## config.mk

```make
export PLATFORM = sky130hd
export DESIGN_NAME = pipelined_acc_tree
export DESIGN_NICKNAME = d
export VERILOG_FILES = /design/src/rtl/pipelined_acc_tree_pkg.sv /design/src/rtl/pipelined_acc_tree_level.sv /design/src/rtl/pipelined_acc_tree.sv
export SDC_FILE = /design/constraint.sdc
export NUM_CORES = 1
export LEC_CHECK = 0
export BUFFER_PORTS_ARGS = -buffer_cell sky130_fd_sc_hd__buf_2
export CORE_ASPECT_RATIO = 0.7
export CORE_MARGIN = 2
export CORE_UTILIZATION = 59
export CTS_BUF_LIST = sky130_fd_sc_hd__clkbuf_8
export CTS_CLUSTER_DIAMETER = 40
export DETAILED_ROUTE_END_ITERATION = 8
export GPL_TIMING_DRIVEN = 0
export PLACE_DENSITY_LB_ADDON = 0.12
export SLEW_MARGIN = 10
export SYNTH_ARGS = -nofsm -noshare
export SYNTH_HDL_FRONTEND = slang
export SYNTH_SLANG_ARGS = --single-unit
```

## constraint.sdc

```tcl
create_clock -name clk -period 2.69 [get_ports clk]
set_clock_uncertainty 0.05 [all_clocks]
set_input_delay 0.4035 -clock clk [delete_from_list [all_inputs] [get_ports clk]]
set_output_delay 0.4035 -clock clk [all_outputs]
set_load 0.02 [all_outputs]
```

## src/rtl/pipelined_acc_tree_pkg.sv

```systemverilog
// Shared helpers for pipelined_acc_tree: lane count, lane sign extension and
// saturation bounds for the accumulator.
package pipelined_acc_tree_pkg;

    // Widest vector the helper functions operate on; OUT_BITWIDTH must not exceed it.
    localparam int unsigned MAX_W = 64;

    // Number of input lanes for a given log2 lane count.
    function automatic int unsigned num_lanes(input int unsigned log2);
        return 32'd1 << log2;
    endfunction

    // Sign-extend the low from_width bits of value to MAX_W bits.
    function automatic logic [MAX_W-1:0] sext(input logic [MAX_W-1:0] value,
                                              input int unsigned     from_width);
        logic [MAX_W-1:0] shifted;
        logic [MAX_W-1:0] upper_mask;
        shifted    = value >> (from_width - 32'd1);
        upper_mask = ~((MAX_W'(1) << from_width) - MAX_W'(1));
        if (shifted[0]) begin
            return value | upper_mask;
        end
        return value & ~upper_mask;
    endfunction

    // Largest positive value of a signed w-bit number, zero-extended.
    function automatic logic [MAX_W-1:0] sat_max(input int unsigned w);
        return (MAX_W'(1) << (w - 32'd1)) - MAX_W'(1);
    endfunction

    // Most negative value of a signed w-bit number (low w bits only).
    function automatic logic [MAX_W-1:0] sat_min(input int unsigned w);
        return MAX_W'(1) << (w - 32'd1);
    endfunction

endpackage

```

## src/rtl/pipelined_acc_tree_level.sv

```systemverilog
// One registered level of the adder tree: out[j] = in[2j] + in[2j+1], wrapping.
module pipelined_acc_tree_level
    import pipelined_acc_tree_pkg::*;
#(
    parameter int unsigned N_IN = 2,
    parameter int unsigned W    = 16
) (
    input  logic                        clk,
    input  logic                        rst_n,
    input  logic [N_IN-1:0][W-1:0]      i_in,
    output logic [N_IN/2-1:0][W-1:0]    o_out
);

    localparam int unsigned N_OUT = N_IN / 2;

    for (genvar j = 0; j < N_OUT; j++) begin : g_pair
        logic [W-1:0] r_sum;

        // Pairwise sum of adjacent lanes, cleared by synchronous reset.
        always_ff @(posedge clk) begin
            if (!rst_n) begin
                r_sum <= '0;
            end else begin
                r_sum <= i_in[2*j] + i_in[2*j+1];
            end
        end

        assign o_out[j] = r_sum;
    end

endmodule

```

## src/rtl/pipelined_acc_tree.sv

```systemverilog
// Pipelined adder tree feeding a running-sum accumulator.
// Sums 2^LOG2_NO_IN signed lanes through LOG2_NO_IN registered levels, then
// loads (new_sum) or adds the tree result into the accumulator.
// Build option: define PIPELINED_ACC_TREE_SAT_EN to saturate the accumulator
// add instead of wrapping; tree adders and the load path always wrap.
module pipelined_acc_tree
    import pipelined_acc_tree_pkg::*;
#(
    parameter int unsigned IN_BITWIDTH  = 16,
    parameter int unsigned OUT_BITWIDTH = 16,
    parameter int unsigned LOG2_NO_IN   = 2
) (
    input  logic                                             clk,
    input  logic                                             rst_n,
    input  logic                                             new_sum,
    input  logic [num_lanes(LOG2_NO_IN)*IN_BITWIDTH-1:0]     data_in,
    output logic [OUT_BITWIDTH-1:0]                          data_out
);

    localparam int unsigned NUM_LANES = num_lanes(LOG2_NO_IN);

    logic [NUM_LANES-1:0][OUT_BITWIDTH-1:0] w_lvl0;
    logic [OUT_BITWIDTH-1:0]                w_tree;
    logic                                   w_ns_al;
    logic [OUT_BITWIDTH-1:0]                w_acc_add;
    logic [OUT_BITWIDTH-1:0]                r_acc;

    // Level 0: each lane sign-extended to the accumulator width.
    for (genvar i = 0; i < NUM_LANES; i++) begin : g_lane
        assign w_lvl0[i] = OUT_BITWIDTH'(sext(MAX_W'(data_in[i*IN_BITWIDTH +: IN_BITWIDTH]),
                                              IN_BITWIDTH));
    end

    // Registered tree levels; level k halves the lane count of level k-1.
    for (genvar k = 1; k <= LOG2_NO_IN; k++) begin : g_lvl
        localparam int unsigned LVL_IN = NUM_LANES >> (k - 1);

        logic [LVL_IN-1:0][OUT_BITWIDTH-1:0]   w_in;
        logic [LVL_IN/2-1:0][OUT_BITWIDTH-1:0] w_out;

        if (k == 1) begin : g_first
            assign w_in = w_lvl0;
        end else begin : g_next
            assign w_in = g_lvl[k-1].w_out;
        end

        pipelined_acc_tree_level #(
            .N_IN (LVL_IN),
            .W    (OUT_BITWIDTH)
        ) u_level (
            .clk   (clk),
            .rst_n (rst_n),
            .i_in  (w_in),
            .o_out (w_out)
        );
    end

    // Tree result and new_sum aligned to it.
    if (LOG2_NO_IN == 0) begin : g_no_tree
        assign w_tree  = w_lvl0[0];
        assign w_ns_al = new_sum;
    end else begin : g_tree
        logic [LOG2_NO_IN-1:0] r_ns_dly;

        assign w_tree = g_lvl[LOG2_NO_IN].w_out[0];

        // new_sum delay line matching the tree depth.
        always_ff @(posedge clk) begin
            if (!rst_n) begin
                r_ns_dly <= '0;
            end else begin
                r_ns_dly <= LOG2_NO_IN'({r_ns_dly, new_sum});
            end
        end

        assign w_ns_al = r_ns_dly[LOG2_NO_IN-1];
    end

`ifdef PIPELINED_ACC_TREE_SAT_EN
    localparam logic [OUT_BITWIDTH-1:0] SAT_MAX = OUT_BITWIDTH'(sat_max(OUT_BITWIDTH));
    localparam logic [OUT_BITWIDTH-1:0] SAT_MIN = OUT_BITWIDTH'(sat_min(OUT_BITWIDTH));

    logic [OUT_BITWIDTH:0] w_sum_ext;

    // Accumulator add with one guard bit; clamp when the guard and sign bits disagree.
    always_comb begin
        w_sum_ext = {r_acc[OUT_BITWIDTH-1], r_acc} + {w_tree[OUT_BITWIDTH-1], w_tree};
        w_acc_add = w_sum_ext[OUT_BITWIDTH-1:0];
        if (w_sum_ext[OUT_BITWIDTH] != w_sum_ext[OUT_BITWIDTH-1]) begin
            w_acc_add = w_sum_ext[OUT_BITWIDTH] ? SAT_MIN : SAT_MAX;
        end
    end
`else
    assign w_acc_add = r_acc + w_tree;
`endif

    // Accumulator: load on aligned new_sum, otherwise add the tree result.
    always_ff @(posedge clk) begin
        if (!rst_n) begin
            r_acc <= '0;
        end else if (w_ns_al) begin
            r_acc <= w_tree;
        end else begin
            r_acc <= w_acc_add;
        end
    end

    assign data_out = r_acc;

endmodule

```

# Yosys cells after proc, flatten, opt, wreduce, memory -nomap -nowiden

Cells that the tools add are included.

Register bits: 66
Logic and storage cells: 22
Output and inout bits: 16
Input bits: 67

Add/subtract/negate cells: 4
Mux-type cells: 13

Operators with widths:

| kind           | number |
|---|---|
| $mux 16        | 9 |
| $add 16x16->16 | 4 |
| $mux 1         | 4 |

# Depth between registers and ports, before layout

Gate-level depths: netlist (run 1).

Depth in word-level cells: 3
Mapped depth: 8
Mapped depth without buffers: 8

# Modules after synthesis

Synthesis (run 1) repeated with hierarchy kept, for this count alone.

Cell total of the unflattened synthesis: 567
Area total of the unflattened synthesis: 4777.1 µm²

Modules (own cells, without submodules):

| module                                      | sequential area each (µm²) | instances | cells an instance | area an instance (µm²) |
|---|---|---|---|---|
| pipelined_acc_tree_level (g_lvl[1].u_level) | 640.6                      | 1         | 269               | 2285.9 |
| pipelined_acc_tree                          | 360.3                      | 1         | 164               | 1347.5 |
| pipelined_acc_tree_level (g_lvl[2].u_level) | 320.3                      | 1         | 134               | 1143.6 |

# Worst setup path after synthesis (run 1)

OpenSTA, ideal clock, no wires.

Kind: in2reg
Start point: input data_in[32]
End point: register g_lvl[1].u_level.g_pair[1].r_sum[14]
Setup time: 0.062 ns
Stages on the path: 8
Path slack: 0.418 ns
Data required time: 2.578 ns
Arrival: 2.160 ns
Path buffers: 0
Cells stage by stage: ha_1 -> fa_1 -> a21oi_1 -> o21a_1 -> o21ai_0 -> a31o_2 -> a2111o_1 -> nand3_1

Longest elaborated chain between the ends: 3

Ends and longest elaborated chain:

| element                | line                           | source |
|---|---|---|
| start: declaration     | pipelined_acc_tree.sv:16       | `input logic [num_lanes(LOG2_NO_IN)*IN_BITWIDTH-1:0] data_in,` |
| $mux 16                | pipelined_acc_tree_pkg.sv:20   | `if (shifted[0]) begin` |
| $mux 16 (*)            | pipelined_acc_tree_pkg.sv:23   | `return value & ~upper_mask;` |
| $add 16x16->16 (*)     | pipelined_acc_tree_level.sv:24 | `r_sum <= i_in[2*j] + i_in[2*j+1];` |
| end signal: assignment | pipelined_acc_tree_level.sv:24 |  |
| end: declaration       | pipelined_acc_tree_level.sv:17 | `logic [W-1:0] r_sum;` |

Every way passes the cells marked *; elsewhere a longest branch is shown, timed or not. The select of a mux whose other input is x is not followed.
A chain may end at the register's enable or synchronous reset.

# Final worst setup path (run 1)

Start point: register g_lvl[1].u_level.g_pair[1].r_sum[0]
End point: register g_lvl[2].u_level.g_pair[0].r_sum[14]

Longest elaborated chain between the ends: 1

Ends and longest elaborated chain:

| element                | line |
|---|---|
| $add 16x16->16         | pipelined_acc_tree_level.sv:24 |
| end signal: assignment | pipelined_acc_tree_level.sv:24 |
| end: declaration       | pipelined_acc_tree_level.sv:17 |

No other way between the ends.

==> results of run 1 <==
[layout by cell type, fill, tap and decap left out, types with 3 or more instances in the layout]
cell      instances
fa_1              4
o31a_1            4
o31ai_1           5
clkbuf_1         10
nor3_1            9
inv_1             9
a31oi_1           4
nand3_1          24
or3_1             5
nand2b_1          8
a211oi_1         11
o21bai_1         12
dfxtp_1          66
nand4_1           7
buf_2            82
o211ai_1          5
a221oi_1          3
and3_1            5
nor4_1            3
clkbuf_8         12
nor2_1           57
mux2i_1          12
xnor2_1          21
a21o_1           27
or2_2             3
nor3b_1           3
a21oi_1          45
o21a_1            6
nor2b_1           4
o21ai_0          25
xor2_1            7
nand2_1          38
ha_1             60
and2_1           13
[repair_timing]
action                                  4_1_cts  5_1_grt
endpoints found under the hold margin         0        0
gates resized for setup                       0        1
hold buffers                                  0        0
endpoints found under the setup margin        0        1
[kinds of logic (layout without fill, tap and decap cells)]
kind of cell               Yosys count  count (layout)
AOI/OAI and AO/OA                  170             170
xor gates and xnor gates            28              28
adders and majority gates           64              64
buffers and inverters               23             121
DFF                                 66              66
muxes                               14              14
and+or+nand+nor                    185             185
[power groups by stage]
| stage | clock network [mW] | registers, mW | logic [mW] |
|---|---|---|---|
| after floorplan | 0 | 1.33 | 1.02 |
| after global placement | 0 | 1.27 | 1.42 |
| after detailed placement | 0 | 1.28 | 1.47 |
| after CTS | 0.864 | 1.25 | 1.48 |
| after global routing | 0.904 | 1.27 | 1.66 |
| final | 0.853 | 1.25 | 1.49 |
[cells in the mapped netlist (2+ instances only)]
cell type  count  area share
or3_1          5      0.0066
inv_1          9      0.0072
or2_2          3      0.0040
mux2_2         2      0.0048
a21oi_1       45       0.048
o31a_1         4      0.0074
nand2_1       38       0.030
a31oi_1        5      0.0066
fa_1           4       0.017
a221oi_1       3      0.0056
nand3_1       24       0.026
xor2_1         7       0.013
clkbuf_8       3      0.0088
nand2b_1       8       0.011
o31ai_1        5      0.0080
nor2b_1        4      0.0053
a21o_1        27       0.043
dfxtp_1       66        0.28
a2111oi_0      2      0.0037
and4_1         2      0.0037
o21a_1         6      0.0096
a31o_2         2      0.0037
nor3b_1        3      0.0048
nor2_1        57       0.045
o311ai_0       2      0.0037
clkbuf_1      10      0.0080
o21ai_0       25       0.027
mux2i_1       12       0.026
and3_1         5      0.0066
a21boi_0       2      0.0032
ha_1          60        0.16
nor3_1         9      0.0096
o21bai_1      12       0.019
nand4_1        7      0.0093
xnor2_1       21       0.039
and2_1        13       0.017
o211ai_1       5      0.0080
a21oi_2        2      0.0037
a211oi_1      11       0.018
nor4_1         3      0.0040
[per-stage QoR]
stage	cell area (um^2)	hold WS (ns)	std cells
after floorplan	4710	0.362	550
after global placement	5240	0.366	733
after detailed placement	5240	0.384	733
after CTS	5440	0.198	749
after global routing	5450	0.217	749
final	5450	0.208	749
[registers in the layout, summed over array words and instances (netlist names)]
signal and count:
g_lvl.u_level.o_out 16, data_out 16, g_lvl.u_level.g_pair.r_sum 32, g_tree.r_ns_dly 2
[worst min-delay path by stage]
stage	slack [ns]	depth (start not counted)	from	to
2_1_floorplan	0.36	1	g_tree.r_ns_dly[0]	g_tree.r_ns_dly[1]
6_report	0.21	2	new_sum	g_tree.r_ns_dly[0]
5_1_grt	0.22	2	new_sum	g_tree.r_ns_dly[0]
3_5_place_dp	0.38	1	g_tree.r_ns_dly[0]	g_tree.r_ns_dly[1]
3_3_place_gp	0.37	1	g_tree.r_ns_dly[0]	g_tree.r_ns_dly[1]
4_1_cts	0.20	2	new_sum	g_tree.r_ns_dly[0]
[final cells by class]
type / count / share of cell area
flip-flops and latches: 66 / 0.242
multi-input cells: 461 / 0.601
clock inverters: 7 / 0.0140
inverters: 10 / 0.00689
repair buffers: 82 / 0.0753
clock buffers: 9 / 0.0227
plain buffers: 13 / 0.0145
well taps: 101 / 0.0232
[critical path, stage by stage (launching register included)]
cell,delay (ns)
dfxtp_1,0.31
ha_1,0.24
fa_1,0.43
a21o_1,0.20
a21o_1,0.22
a31oi_2,0.24
nand2_1,0.14
a211oi_1,0.34
mux2i_1,0.22
[metal layers]
| metal | vias up | track usage |
|---|---|---|
| met2 | 165 | 0.451 |
| met4 | 0 | 0.0913 |
| li1 | 2222 | - |
| met1 | 2022 | 0.384 |
| met5 | - | 0 |
| met3 | 14 | 0.0664 |
==> metrics.cfg, run 1 <==
[worst_setup_path]
cp_max_fo = 4
worstSetupEndpointType = flip-flop
critPathLaunchType = flip-flop
endpoint = g_lvl[2].u_level.o_out[14]
critical_path_class = reg -> reg
reg2regPathDepth = 8
worstPathArrival_ns = 2.70
r2r-start = g_lvl[1].u_level.g_pair[1].r_sum[0]
worst-r2r-setup-slack_ns = 0.22
crit_required_ns = 2.92
r2r-end = g_lvl[2].u_level.o_out[14]
startpoint = g_lvl[1].u_level.g_pair[1].r_sum[0]

[yosys]
ys.warnings.count = 0
synth_simple_gate_area_frac = 0.190
synthMuxAreaShare = 0.0303
synth_top_family_by_area = compound AO/OA/AOI/OAI gates
synth_edf_count = 0
avgSynthCellArea_um2 = 8.56
netlist_area_um2 = 4710
synth_fa_ha_area_frac = 0.177
synth_xor_area_frac = 0.0521
ys_ff_latch = 66
async_flop_share = 0
ys.flop_type = dfxtp_1
ys_seq_area_frac = 0.281
syn_inst = 550
synth_nets = 681
yosys.cell_types.count = 57
synth_compound_area_frac = 0.246

[cts]
cts.path.max_buffers = 2
h-tree-depth = 3
cts_tree = done
cts_sinks = 66
cts_buffers = 9
worstSkewPairLatency_ns = 0.35
clk_pin_slew_worst_paths_ns = 0.08
root_buffer = clkbuf_8
post-cts-setup-buffer-count = 0

[die]
ios = 83
dieWidth_um = 111
initial_core_util = 0.603
die_h_um = 78.7
core_um2 = 7800
rows = 27
dieArea_um2 = 8720

[place]
dp_hpwl_um = 9590
globalplace.congestion = 0.912
place_ws_ns = -0.0599
io_buffers = 82

[timing]
layout_min_cycle_time_ns = 2.47
slew_viol_final = 0
fin_ws_ns = 0.221
final_hold_viol_count = 0
fmax_mhz = 405
setup_violations = 0
rsz0062_at_grt = false
tightest_slew_ns = 0.750
setup-tns-final_ns = 0
fin_crit_sh = 0.918
timing.slew.headroom = 0.500

[layout]
n_fill_cell = 655
antenna_cells = 0
seq_area_um2 = 1320
drive_gt1_frac = 0.179
syn2layout_area_growth_pct = 15.8
utilization = 0.698
multi_input_area_um2 = 3280
layout.nets = 774

[detailed_routing]
avgViaCountPerCell = 5.91
detail-route-antenna-nets = 0
drt_iter0_drc = 318
highest_layer = met4
dr.pass1.iters = 5
vias = 4423
avgRoutedWirePerCell_um = 16.1
drt-met1-wl_um = 5810
routed_wl_um = 12100
dr_wl_met2_um = 5220
wl_met3_um = 874
drc = 0

[power]
p_per_area_nw_per_um2 = 660
p_switching_mw = 1.38
p_comb_frac = 0.414
vdd_drop_max_uv = 423
swShare = 0.385
total_power_mw = 3.60
clockPowerShare = 0.237
p_leak_nw = 2.57
internal_power_mw = 2.21
seqPwrFrac = 0.349

[global_route]
grt_pass1_vias = 4180
antenna_found_initial = 0
grt_max_degree = 14
grt_pass1_wl_um = 20000
grtUsageTotal = 0.283
grt_overflow = 0

[flow_run]
cap_violations = 0

[worst_hold_path]
worstHoldPathType = in -> reg

[status]
status = complete, no violations

(Power assumes the default switching activity.)
==> inputs of run 2 (changes only) <==
ABC_AREA = 1   (was default)
==> metrics.cfg, run 2 <==
[detailed_routing]
wl_met3_um = 1080  ; +24%
dr.pass1.iters = 8  ; +3
drt_iter0_drc = 377  ; +19%
avgRoutedWirePerCell_um = 13.6  ; -16%
highest_layer = met4
drt-met1-wl_um = 6540  ; +12%
dr_wl_met2_um = 5210  ; -0.13%
avgViaCountPerCell = 5.38  ; -8.9%
routed_wl_um = 13000  ; +7.6%
drc = 5  ; +5
vias = 5137  ; +16%
detail-route-antenna-nets = 0  ; unchanged

[layout]
regMostFlops = g_lvl.u_level.g_pair.r_sum
design_area_um2 = 5690  ; +4.3%
drive_gt1_frac = 0.141  ; -0.0385
layout.nets = 980  ; +27%
antenna_cells = 0  ; unchanged
layout.cells.most_common = nand2_1
syn2layout_area_growth_pct = 15.9
final_cell_mix = nand2_1 (216), nor2_1 (111), buf_2 (85), inv_1 (85), a21oi_1 (75)
largest_reg_flops = 32  ; unchanged

[cts]
post-cts-setup-buffer-count = 0  ; unchanged
root_buffer = clkbuf_8
cts_hold_buf = 0  ; unchanged
cts_tree = done
clk_pin_slew_worst_paths_ns = 0.08  ; about the same
cts_sinks = 66  ; unchanged
cts.path.max_buffers = 2  ; unchanged
h-tree-depth = 3  ; unchanged
cts_buffers = 9  ; unchanged
cts.repair.resized = 0  ; unchanged
worstSkewPairLatency_ns = 0.35  ; about the same

[power]
swShare = 0.382  ; -0.00313
clockPowerShare = 0.279  ; +0.042
internal_power_mw = 2.31  ; +4.4%
p_comb_frac = 0.391  ; -0.023
vdd_drop_max_uv = 452  ; +6.9%
p_leak_nw = 3.24  ; +26%
p_switching_mw = 1.43  ; +3.0%
p_per_area_nw_per_um2 = 657  ; -0.46%
seqPwrFrac = 0.330  ; -0.019

[global_route]
grt_pass1_vias = 4693  ; +12%
grt_max_degree = 13  ; -1
grt_overflow = 0  ; unchanged
antenna_found_initial = 0  ; unchanged
grtUsageTotal = 0.304  ; +0.0205
grt_pass1_wl_um = 21700  ; +8.9%

[worst_setup_path]
crit_chain = ha_1, fa_1, nand3_1, nand3_1, nand3_1, nand3_1, nand2_1, nand3_1, nand2_1, inv_1
critPathSlowestCell = fa_1
path_buf_inv = 1  ; +1
r2r-start = data_out[0]
worstSetupEndpointType = flip-flop
r2r-end = data_out[12]
critPathLaunchType = flip-flop
crit_required_ns = 2.89  ; -0.03 ns
cp_max_fo = 3  ; -1
worst-r2r-setup-slack_ns = 0.74  ; +0.52 ns
crit_top_cell = nand3_1
cpPeakStageDelay_ns = 0.44  ; about the same
endpoint = data_out[12]
startpoint = data_out[0]
critical_path_class = reg -> reg
worstPathArrival_ns = 2.15  ; -0.55 ns
cp_top_family = simple AND/OR/NAND/NOR gates
reg2regPathDepth = 10  ; +2
cp_num_cells = 10  ; +2

[flow_run]
cap_violations = 0  ; unchanged

[yosys]
yosys-top-cells-area = dfxtp_1 (27%), nand2_1 (17%), ha_1 (15%), nor2_1 (8.5%), a21oi_1 (7.7%)
avgSynthCellArea_um2 = 6.48  ; -24%
synth_top_family_by_area = simple AND/OR/NAND/NOR gates
async_flop_share = 0  ; unchanged
synth_top_area_frac = 0.269  ; -0.0112
syn_inst = 757  ; +38%
ys.flop_type = dfxtp_1
synth_edf_count = 0  ; unchanged
ys.warnings.count = 0  ; unchanged
synth_fa_ha_area_frac = 0.169  ; -0.00707
synth_common_cells = nand2_1 (216), nor2_1 (111), inv_1 (85), a21oi_1 (75), dfxtp_1 (66)
yosysMostFrequentCell = nand2_1
ys_ff_latch = 66  ; unchanged
yosys.cell_types.count = 30  ; -47%
netlist_area_um2 = 4900  ; +4.2%
synthMuxAreaShare = 0  ; -0.0303
synth_xor_area_frac = 0.0196  ; -0.0325
synth_simple_gate_area_frac = 0.324  ; +0.134
yosys.area.top_type = dfxtp_1
synth_compound_area_frac = 0.141  ; -0.105
synth_nets = 888  ; +30%
ys_seq_area_frac = 0.269  ; -0.0112

[die]
rows = 27  ; unchanged
initial_core_util = 0.615  ; +0.0119
dieArea_um2 = 9070  ; +4.0%
ios = 83  ; unchanged
die_h_um = 80.3  ; +2.0%
core_um2 = 7970  ; +2.2%
dieWidth_um = 113  ; +2.0%

[timing]
rsz0062_at_grt = false
setup_violations = 0  ; unchanged
fmax_mhz = 514  ; +27%
slew_viol_final = 0  ; unchanged
timing.slew.headroom = 0.600  ; +0.100
final_hold_viol_count = 0  ; unchanged
fin_crit_sh = 0.723  ; -0.195
fin_ws_ns = 0.745  ; +0.523 ns
tightest_slew_ns = 0.600  ; -0.150 ns
setup-tns-final_ns = 0  ; unchanged
layout_min_cycle_time_ns = 1.95  ; -0.523 ns

[place]
placed_area_um2 = 5440  ; +3.7%
globalplace.congestion = 0.946  ; +3.8%
dp_hpwl_um = 10500  ; +9.1%
place_ws_ns = 0.579  ; +0.639 ns
io_buffers = 81  ; -1.2%

[status]
status = complete, but fails checks
violations = design-rule violations

[worst_hold_path]
worstHoldPathType = in -> reg

[run 2: cell count changes in the layout (fill, tap and decap cells not counted), sizes merged, moves of 9 or more]
cell    change
and2       -11
a211oi     -10
o21ai      +15
nand2     +185
xnor2      -16
o21bai      -9
nand3      +21
a21o       -23
inv        +78
mux2i      -12
nor2       +54
a21oi      +29
[run 2: power groups by stage]
stage	clock network, mW	registers [mW]	logic [mW]
after global routing	1.11	1.24	1.65
after floorplan	0	1.31	0.975
final	1.04	1.23	1.46
after detailed placement	0	1.25	1.42
after global placement	0	1.24	1.38
after CTS	1.05	1.23	1.44
[run 2: layout make-up]
| class | count | area [um^2] |
|---|---|---|
| Timing Repair Buffer | 81 | 405 |
| Fill cell | 693 | 2290 |
| Buffer | 9 | 48.8 |
| Sequential cell | 66 | 1320 |
| Multi-Input combinational cell | 594 | 3200 |
| Clock buffer | 10 | 138 |
| Tap cell | 101 | 126 |
| Inverter | 88 | 330 |
| Clock inverter | 6 | 113 |
[run 2: cells by family after synthesis]
group	after synthesis
DFF	66
and+or+nand+nor	388
adders and majority gates	64
AOI/OAI and AO/OA	131
xor gates and xnor gates	11
buffers and inverters	97
[run 2: through the flow]
stage	hold slack [ns]	total power, mW	util	instances
2_1_floorplan	0.340	2.28	-	757
3_3_place_gp	0.359	2.62	0.682	939
3_5_place_dp	0.357	2.67	0.682	939
4_1_cts	0.172	3.72	0.713	955
5_1_grt	0.195	4.00	0.713	955
6_report	0.177	3.74	0.713	955
[run 2: worst min path at each step]
| stage | start | end | slack [ns] | cells past startpoint |
|---|---|---|---|---|
| finish | new_sum | g_tree.r_ns_dly[0] | 0.18 | 3 |
| global route | new_sum | g_tree.r_ns_dly[0] | 0.20 | 3 |
| CTS | new_sum | g_tree.r_ns_dly[0] | 0.17 | 3 |
| detailed placement | g_tree.r_ns_dly[0] | g_tree.r_ns_dly[1] | 0.36 | 2 |
| global placement | g_tree.r_ns_dly[0] | g_tree.r_ns_dly[1] | 0.36 | 2 |
| floorplan | g_tree.r_ns_dly[0] | g_tree.r_ns_dly[1] | 0.34 | 2 |
[run 2: metal layers]
layer  vias to the layer above  global-route usage
met3                        18              0.0732
met4                         0              0.0768
met2                       196               0.458
met5                         -                   0
li1                       2633                   -
met1                      2290               0.437
[run 2: worst reg2reg max path, stage by stage (launching register included)]
cell and delay (ns):
dfxtp_1 0.31, ha_1 0.23, fa_1 0.44, nand3_1 0.11, nand3_1 0.16, nand3_1 0.18, nand3_1 0.08, nand2_1 0.07
nand3_1 0.10, nand2_1 0.08, inv_1 0.04
